## src/rtl/mem_ss_csr_responder.sv

```systemverilog
// ---------------------------------------------------------------------------
// mem_ss_csr_responder
//
// AXI4-Lite 64-bit CSR slave for the memory subsystem feature. It answers
// host accesses to the EMIF DFH, EMIF status/capability, MEM_SS
// identification, scratch, status, channel-attribute and efficiency-monitor
// registers. It sits between the PCIe CSR fabric and the memory subsystem.
//
// Ports:
//   clk, rst_n             CSR clock, asynchronous active-low reset
//   s_aw* / s_w* / s_b*    AXI4-Lite write address, data and response
//   s_ar* / s_r*           AXI4-Lite read address and data
//   cal_success, cal_fail  per-channel calibration results (asynchronous)
//   effmon_en              efficiency-monitor enable (EFFMON_CTRL bit 0)
// ---------------------------------------------------------------------------
module mem_ss_csr_responder #(
  parameter int          NUM_CH         = 4,
  parameter int          ADDR_W         = 16,
  parameter logic [3:0]  DFH_FEAT_TYPE  = 4'h3,
  parameter logic [23:0] DFH_NXT_OFFSET = 24'h0,
  parameter logic        DFH_EOL        = 1'b1,
  parameter logic [3:0]  DFH_MAJOR_VER  = 4'h0,
  parameter logic [3:0]  DFH_MINOR_VER  = 4'h0
) (
  input  logic              clk,
  input  logic              rst_n,
  input  logic [ADDR_W-1:0] s_awaddr,
  input  logic              s_awvalid,
  output logic              s_awready,
  input  logic [63:0]       s_wdata,
  input  logic [7:0]        s_wstrb,
  input  logic              s_wvalid,
  output logic              s_wready,
  output logic [1:0]        s_bresp,
  output logic              s_bvalid,
  input  logic              s_bready,
  input  logic [ADDR_W-1:0] s_araddr,
  input  logic              s_arvalid,
  output logic              s_arready,
  output logic [63:0]       s_rdata,
  output logic [1:0]        s_rresp,
  output logic              s_rvalid,
  input  logic              s_rready,
  input  logic [NUM_CH-1:0] cal_success,
  input  logic [NUM_CH-1:0] cal_fail,
  output logic              effmon_en
);

  localparam logic [ADDR_W-1:0] ADDR_DFH         = ADDR_W'('h000);
  localparam logic [ADDR_W-1:0] ADDR_EMIF_STATUS = ADDR_W'('h008);
  localparam logic [ADDR_W-1:0] ADDR_EMIF_CAP    = ADDR_W'('h010);
  localparam logic [ADDR_W-1:0] ADDR_VERSION     = ADDR_W'('h860);
  localparam logic [ADDR_W-1:0] ADDR_FEAT_LIST   = ADDR_W'('h864);
  localparam logic [ADDR_W-1:0] ADDR_FEAT_LIST_2 = ADDR_W'('h868);
  localparam logic [ADDR_W-1:0] ADDR_IF_ATTR     = ADDR_W'('h870);
  localparam logic [ADDR_W-1:0] ADDR_SCRATCH     = ADDR_W'('h880);
  localparam logic [ADDR_W-1:0] ADDR_STATUS      = ADDR_W'('h8B0);
  localparam logic [ADDR_W-1:0] ADDR_EFFMON_CTRL = ADDR_W'('h1000);
  localparam int                CH_ATTR_BASE     = 'h900;

  localparam logic [11:0] DFH_FEAT_ID  = 12'h009;
  localparam logic [63:0] CH_ATTR_WORD = 64'h0000_0000_0910_0003;

  // Read FSM: INIT holds off the first cycle so arready rises only after
  // reset release; RESP holds rdata until the host takes it.
  typedef enum logic [1:0] {
    RD_INIT,
    RD_IDLE,
    RD_RESP
  } rdState_e;

  typedef enum logic [1:0] {
    WR_INIT,
    WR_IDLE,
    WR_RESP
  } wrState_e;

  rdState_e          rdState_q;
  wrState_e          wrState_q;
  logic              arready_q;
  logic              rvalid_q;
  logic [63:0]       rdata_q;
  logic              wrIdle_q;
  logic              bvalid_q;
  logic [63:0]       scratch_q;
  logic              effmonEn_q;
  logic [NUM_CH-1:0] calSuccMeta_q;
  logic [NUM_CH-1:0] calSuccSync_q;
  logic [NUM_CH-1:0] calFailMeta_q;
  logic [NUM_CH-1:0] calFailSync_q;

  logic [63:0] readWord;
  logic [63:0] dfhWord;
  logic [63:0] emifStatus;
  logic [63:0] capMask;
  logic [63:0] featList2;
  logic [63:0] statusWord;
  logic [63:0] scratchMerged;
  logic        wrAccept;

  // Calibration results come from another clock domain; two flops each
  // before anything in this domain looks at them.
  always_ff @(posedge clk or negedge rst_n) begin
    if (!rst_n) begin
      calSuccMeta_q <= '0;
      calSuccSync_q <= '0;
      calFailMeta_q <= '0;
      calFailSync_q <= '0;
    end else begin
      calSuccMeta_q <= cal_success;
      calSuccSync_q <= calSuccMeta_q;
      calFailMeta_q <= cal_fail;
      calFailSync_q <= calFailMeta_q;
    end
  end

  // Fixed-layout words that feed the read mux.
  always_comb begin
    dfhWord = {DFH_FEAT_TYPE, 8'h00, DFH_MINOR_VER, 7'h00, DFH_EOL,
               DFH_NXT_OFFSET, DFH_MAJOR_VER, DFH_FEAT_ID};

    emifStatus = '0;
    emifStatus[NUM_CH-1:0]  = calSuccSync_q;
    emifStatus[16 +: NUM_CH] = calFailSync_q;

    capMask = '0;
    capMask[NUM_CH-1:0] = '1;

    featList2 = '0;
    featList2[3:0] = 4'(NUM_CH);

    statusWord = '0;
    statusWord[0] = &calSuccSync_q;
    statusWord[1] = |calFailSync_q;
  end

  // Read address decode. Anything not matched reads as zero; channel
  // attribute slots exist only for the channels actually present.
  always_comb begin
    readWord = '0;
    case (s_araddr)
      ADDR_DFH:         readWord = dfhWord;
      ADDR_EMIF_STATUS: readWord = emifStatus;
      ADDR_EMIF_CAP:    readWord = capMask;
      ADDR_VERSION:     readWord = 64'h0000_0000_0001_0000;
      ADDR_FEAT_LIST:   readWord = 64'h0000_0000_0001_0000;
      ADDR_FEAT_LIST_2: readWord = featList2;
      ADDR_IF_ATTR:     readWord = '0;
      ADDR_SCRATCH:     readWord = scratch_q;
      ADDR_STATUS:      readWord = statusWord;
      ADDR_EFFMON_CTRL: readWord = 64'(effmonEn_q);
      default:          readWord = '0;
    endcase
    for (int n = 0; n < NUM_CH; n++) begin
      if (s_araddr == ADDR_W'(CH_ATTR_BASE + 8 * n)) begin
        readWord = CH_ATTR_WORD;
      end
    end
  end

  // Read channel. arready is high only in IDLE, so any arvalid seen there
  // is a handshake; the next read can be taken the cycle after rready.
  always_ff @(posedge clk or negedge rst_n) begin
    if (!rst_n) begin
      rdState_q <= RD_INIT;
      arready_q <= 1'b0;
      rvalid_q  <= 1'b0;
      rdata_q   <= '0;
    end else begin
      case (rdState_q)
        RD_INIT: begin
          arready_q <= 1'b1;
          rdState_q <= RD_IDLE;
        end
        RD_IDLE: begin
          if (s_arvalid) begin
            rdata_q   <= readWord;
            rvalid_q  <= 1'b1;
            arready_q <= 1'b0;
            rdState_q <= RD_RESP;
          end
        end
        RD_RESP: begin
          if (s_rready) begin
            rvalid_q  <= 1'b0;
            arready_q <= 1'b1;
            rdState_q <= RD_IDLE;
          end
        end
        default: begin
          arready_q <= 1'b0;
          rvalid_q  <= 1'b0;
          rdState_q <= RD_INIT;
        end
      endcase
    end
  end

  // Address and data are only taken together, so a lone AW or W beat
  // simply waits with its ready low.
  assign wrAccept = wrIdle_q && s_awvalid && s_wvalid;

  always_comb begin
    scratchMerged = scratch_q;
    for (int i = 0; i < 8; i++) begin
      if (s_wstrb[i]) begin
        scratchMerged[8*i +: 8] = s_wdata[8*i +: 8];
      end
    end
  end

  // Write channel and writable registers. A read taken on the same edge
  // sees the old scratch value because both sample scratch_q.
  always_ff @(posedge clk or negedge rst_n) begin
    if (!rst_n) begin
      wrState_q  <= WR_INIT;
      wrIdle_q   <= 1'b0;
      bvalid_q   <= 1'b0;
      scratch_q  <= '0;
      effmonEn_q <= 1'b1;
    end else begin
      case (wrState_q)
        WR_INIT: begin
          wrIdle_q  <= 1'b1;
          wrState_q <= WR_IDLE;
        end
        WR_IDLE: begin
          if (wrAccept) begin
            bvalid_q  <= 1'b1;
            wrIdle_q  <= 1'b0;
            wrState_q <= WR_RESP;
            if (s_awaddr == ADDR_SCRATCH) begin
              scratch_q <= scratchMerged;
            end
            if (s_awaddr == ADDR_EFFMON_CTRL && s_wstrb[0]) begin
              effmonEn_q <= s_wdata[0];
            end
          end
        end
        WR_RESP: begin
          if (s_bready) begin
            bvalid_q  <= 1'b0;
            wrIdle_q  <= 1'b1;
            wrState_q <= WR_IDLE;
          end
        end
        default: begin
          wrIdle_q  <= 1'b0;
          bvalid_q  <= 1'b0;
          wrState_q <= WR_INIT;
        end
      endcase
    end
  end

  assign s_awready = wrAccept;
  assign s_wready  = wrAccept;
  assign s_bvalid  = bvalid_q;
  assign s_bresp   = 2'b00;
  assign s_arready = arready_q;
  assign s_rvalid  = rvalid_q;
  assign s_rdata   = rdata_q;
  assign s_rresp   = 2'b00;
  assign effmon_en = effmonEn_q;

endmodule
```

## config.mk

```make
export PLATFORM = sky130hd
export DESIGN_NAME = mem_ss_csr_responder
export DESIGN_NICKNAME = d
export VERILOG_FILES = /design/src/rtl/mem_ss_csr_responder.sv
export SDC_FILE = /design/constraint.sdc
export NUM_CORES = 1
export LEC_CHECK = 0
export ABC_CLOCK_PERIOD_IN_PS = 2200
export CAP_MARGIN = 20
export CORE_UTILIZATION = 30
export CTS_BUF_LIST = sky130_fd_sc_hd__clkbuf_4 sky130_fd_sc_hd__clkbuf_8 sky130_fd_sc_hd__clkbuf_16
export CTS_CLUSTER_DIAMETER = 30
export DETAILED_ROUTE_END_ITERATION = 8
export PLACE_DENSITY = 0.61
export REMOVE_ABC_BUFFERS = 1
export SYNTH_ARGS = -nofsm -noshare
export SYNTH_HDL_FRONTEND = slang
export SYNTH_SLANG_ARGS = --single-unit
export TNS_END_PERCENT = 5
```

## constraint.sdc

```tcl
create_clock -name clk -period 2.2 [get_ports clk]
set_clock_uncertainty 0.1 [all_clocks]
set_input_delay 0.44 -clock clk [delete_from_list [all_inputs] [get_ports clk]]
set_output_delay 0.44 -clock clk [all_outputs]
set_load 0.02 [all_outputs]
```

# Yosys cells after proc, flatten, opt, wreduce, memory -nomap -nowiden
# Index checks and enable logic that the tools add are counted.
[classes]
reduce_logical = 23
bitwise_logic = 2
n_eq_ne = 22
n_mux = 23
[ops]
columns = ["operator", "n"]
rows = [
  ["$pmux W64 S8", 1],
  ["$mux W64", 4],
  ["$eq A16 B12 Y1 const B", 10],
  ["$reduce_and A4 Y1", 9],
  ["$eq A16 B13 Y1 const B", 2],
  ["$eq A16 B4 Y1 const B", 1],
  ["$eq A16 B5 Y1 const B", 1],
  ["$logic_not A16 Y1", 1],
  ["$pmux W1 S3", 4],
  ["$pmux W2 S3", 2],
  ["$reduce_and A3 Y1", 3],
  ["$mux W1", 8],
  ["$mux W2", 4],
  ["$ne A2 B2 Y1 const B", 4],
  ["$reduce_and A2 Y1", 3],
  ["$eq A2 B1 Y1 const B", 2],
  ["$eq A2 B2 Y1 const B", 2],
  ["$logic_not A2 Y1", 2],
  ["$reduce_or A4 Y1", 1],
  ["$logic_and A1 B1 Y1", 3],
  ["$not A1 Y1", 2],
  ["$reduce_or A2 Y1", 1],
]
[word_totals]
out_inout_bits = 74
input_bits = 119
regBits = 153

# Logic depth before layout (Yosys ltp)
[logic_depth]
depth_word = 7
depth_mapped = 7

# Least setup slack after synthesis
# No wires, ideal clock.
[synth_path]
path_kind = "input -> register"
startpoint = "input s_wvalid"
endpoint = "register scratch_q[0]"
slack_ns = 0.109
arrival_ns = 1.866
n_path_buf = 1
stages = 6
cell_sequence = "and3_1 buf_2 nand3_1 nor4_4 nand2_2 mux2_2"
[synth_between]
elab_chain_len = 2
[synth_lines]
columns = ["element", "line", "source"]
rows = [
  ["start: declaration", "32", "input logic s_wvalid,"],
  ["$logic_and A1 B1 Y1", "201", "assign wrAccept = wrIdle_q && s_awvalid && s_wvalid;"],
  ["named net s_awready", "29", "output logic s_awready,"],
  ["$reduce_and A4 Y1 (no line)", "n/a", ""],
  ["end signal: assignment", "233", "scratch_q <= scratchMerged;"],
  ["end: declaration", "85", "logic [63:0] scratch_q;"],
]
# The timed path passes the listed nets, and every way through them passes these cells.
# A chain may end at the register's enable or synchronous reset.

# Worst setup path in the final report
[layout_path]
startpoint = "input s_araddr[9]"
endpoint = "register rdata_q[2], in the netlist s_rdata[2]"
[layout_between]
elab_chain_len = 7
word_cells_on_any_way = 19
[layout_lines]
columns = ["element", "line", "source"]
rows = [
  ["start: declaration", "37", "input logic [ADDR_W-1:0] s_araddr,"],
  ["$eq A16 B12 Y1", "141", "case (s_araddr)"],
  ["$reduce_or A2 Y1 (no line)", "n/a", ""],
  ["$pmux W64 S8", "141", ""],
  ["$mux W64 (3 in a row)", "155", "if (s_araddr == ADDR_W'(CH_ATTR_BASE + 8 * n)) begin"],
  ["$mux W64 *", "155", ""],
  ["end signal: assignment", "177", "rdata_q <= readWord;"],
  ["end: declaration", "82", "logic [63:0] rdata_q;"],
]
# Mark *: on every way between the ends. The rest lies on a longest branch, timed or not.

==> results.tsv <==
metric	value	unit
all-layer global routing usage	0.154	
vias in the first global route	4503	
Detail Placement HPWL	11000	um
clock sinks	152	
placement-stage cell area	8300	um2
first-pass GRT wire length	23600	um
vias	4240	
Site Rows	50	
RR Startpoint	wrState_q[1]	
hold slack	0.244	ns
PD cells	777	nW/um2
Max clock buf depth	2	
Skew-Pair Late Insertion Delay	0.41	ns
outcome	complete, no violations	
Slew Limit Fails	0	
Synth Area per Inst	14.3	um2
DIE AREA	20200	um2
Final Hold Viols	0	
core area	19000	um2
Mapped Cells	412	
YS warnings	0	
Synth Register Bits	152	
Setup CP Type	primary input to flip-flop	
final worst-path cycle share	0.963	
ys async rst share	1.00	
Inserted Clock Buffers	17	
drt total wl	15000	um
Max Cap Viol	0	
CTS clock-pin slew for the worst setup and hold paths	0.06	ns
root buf cell	clkbuf_16	
capturing point of the worst reg2reg path	scratch_q[34]	
Setup-failing EPs final	0	
Leakage	0.00403	uW
Hold WC Path Type	flip-flop to flip-flop	
TritonCTS clock tree	done	
fin crit period	2.12	ns
utilization after layout	0.471	
arrival time at the worst endpoint	2.34	ns
IO Count	193	
Worst Setup Start Kind	primary input	
Routed wire per std cell	16.4	um
antenna violations before repair	1	
Total Power	6930	uW
synth unique cells	42	
cell area after layout	8930	um2
DRC	0	
RePlAce Congestion	0.839	
Max Freq	0.472	GHz
largest net degree at the start of global routing	60	
Worst R2R Setup Slack	0.20	ns
1st-iter DRT viols	126	
area grow syn2layout	51.9	%
RSZ-0062 raised after global routing	false	
DRT antenna net count	0	
crit path launch	s_araddr[9]	
worst-case vdd ir drop	498	uV
initial core utilization	0.310	
Primary FF master, synth	dfrtp_1	
IO buf count	188	
H-tree levels	4	
crit path capture type	flip-flop	
area of the mapped netlist	5880	um2
number of synthesized flops with an enable pin	0	
gr ovfl total	0	
proportion of layout cells with a drive suffix above 1	0.235	
antenna diode count	0	
worst setup path end	s_rdata[2]	
CP max FO	3	
register area share after synthesis	0.647	
DRT Pass-1 Iters	4	
Die Y	142	um
Die Span X	142	um
Worst R2R Path Depth	6	
CP required	2.42	ns
setup tns final	0	ns
Final #Nets	757	
via/cell ratio	4.66	
-- worst min path at each step --
stage                           from  depth (start not counted)          endpoint
floorplan                      rst_n                          0  calFailMeta_q[0]
global placement               rst_n                          1       s_rdata[29]
global route        calSuccMeta_q[0]                          0  calSuccSync_q[0]
detailed placement             rst_n                          1          s_rvalid
CTS                 calFailMeta_q[2]                          0  calFailSync_q[2]
finish              calFailMeta_q[2]                          0  calFailSync_q[2]
-- cells by family (layout without fill, tap and decap cells) --
family | count (synthesis) | in the layout | share of synthesized area
AO/OA/AOI/OAI | 89 | 89 | 0.116
buffers and inverters | 24 | 259 | 0.0255
flip-flops | 152 | 152 | 0.647
multiplexers | 66 | 66 | 0.126
other | 1 | 4 | 0.000638
AND/OR/NAND/NOR | 80 | 80 | 0.0837
-- cell usage in the layout (no fill, tap or decap), drive strengths merged, types with 2 or more instances in the layout --
master / synthesis / final
or3b: 2 / 2
a21oi: 11 / 11
and2: 2 / 2
inv: 3 / 4
clkdlybuf4s50: 0 / 185
and3: 4 / 4
nor3: 7 / 7
o21ai: 14 / 14
and3b: 2 / 2
nand3: 6 / 6
dlygate4sd2: 0 / 2
mux2: 66 / 66
nand2b: 3 / 3
nor2: 15 / 15
nor4b: 2 / 2
clkinv: 0 / 3
dfrtp: 151 / 151
a222oi: 2 / 2
nand2: 22 / 22
clkinvlp: 0 / 4
conb: 1 / 4
nor4: 10 / 10
a22o: 50 / 50
bufinv: 0 / 3
a22oi: 6 / 6
clkbuf: 8 / 20
buf: 13 / 37
-- report_power, final --
part	switching, uW	leakage (uW)	total [uW]	internal (uW)
Sequential	89.8	0.00206	3000	2910
Combinational	488	0.00168	960	472
Clock	1120	0.000288	2980	1850
-- metrics by stage --
stage	worst slack, ns	std cells
global placement	-0.357	878
CTS	0.0849	910
floorplan	-1.49	394
finish	0.0819	910
global route	0.000120	910
detailed placement	-0.317	878
-- area by class of cell --
type                            count  area [um2]
Fill cell                        1712       10000
Clock buffer                       20         460
Clock inverter                     11         148
Timing Repair Buffer              225        2220
Tap cell                          260         325
Sequential cell                   152        3800
Multi-Input combinational cell    239        1960
Inverter                            3        11.3
-- per-layer routing --
layer	GRT usage	share of wire	vias up
met5	0	0	-
met4	0.0543	0.017	0
met3	0.0565	0.079	18
met2	0.251	0.47	155
met1	0.187	0.43	2096
li1	-	-	1971
-- worst max-delay path, stage by stage --
cell,delay [ns]
clkdlybuf4s50_1,0.46
buf_4,0.16
or4_1,0.54
nor4_1,0.32
buf_4,0.18
a222oi_1,0.08
o21ai_0,0.16
-- timing repair --
item,CTS,global route
endpoints found under the hold margin,12,0
resized for setup,2,2
setup buffers,0,0
hold buffers,1,0
setup endpoints to repair,2,45
-- cells in the mapped netlist (2+ instances only) --
cell type / instances / area share
nor2_1: 15 / 0.0096
buf_2: 3 / 0.0026
nor4_4: 2 / 0.0072
nand2_1: 14 / 0.0089
or3b_2: 2 / 0.0030
clkbuf_1: 8 / 0.0051
nor3_1: 6 / 0.0051
a222oi_1: 2 / 0.0034
and3b_1: 2 / 0.0030
o21ai_0: 11 / 0.0094
buf_4: 5 / 0.0064
nand2b_1: 3 / 0.0032
a21oi_1: 11 / 0.0094
inv_1: 3 / 0.0019
a22oi_1: 6 / 0.0077
dfrtp_1: 151 / 0.64
nand2_2: 8 / 0.0085
and3_1: 4 / 0.0043
mux2_2: 66 / 0.13
a22o_1: 50 / 0.074
and2_1: 2 / 0.0021
nor4_1: 6 / 0.0064
o21ai_1: 3 / 0.0026
buf_6: 5 / 0.0096
nand3_1: 6 / 0.0051
nor4_2: 2 / 0.0043
-- registers in the layout, indices dropped and copies added, names as in the netlist, 2 cells and up --
| register | cells |
|---|---|
| scratch_q | 64 |
| calFailMeta_q | 4 |
| s_rdata | 64 |
| calSuccSync_q | 4 |
| calFailSync_q | 4 |
| rdState_q | 2 |
| calSuccMeta_q | 4 |
(Power assumes the default switching activity.)
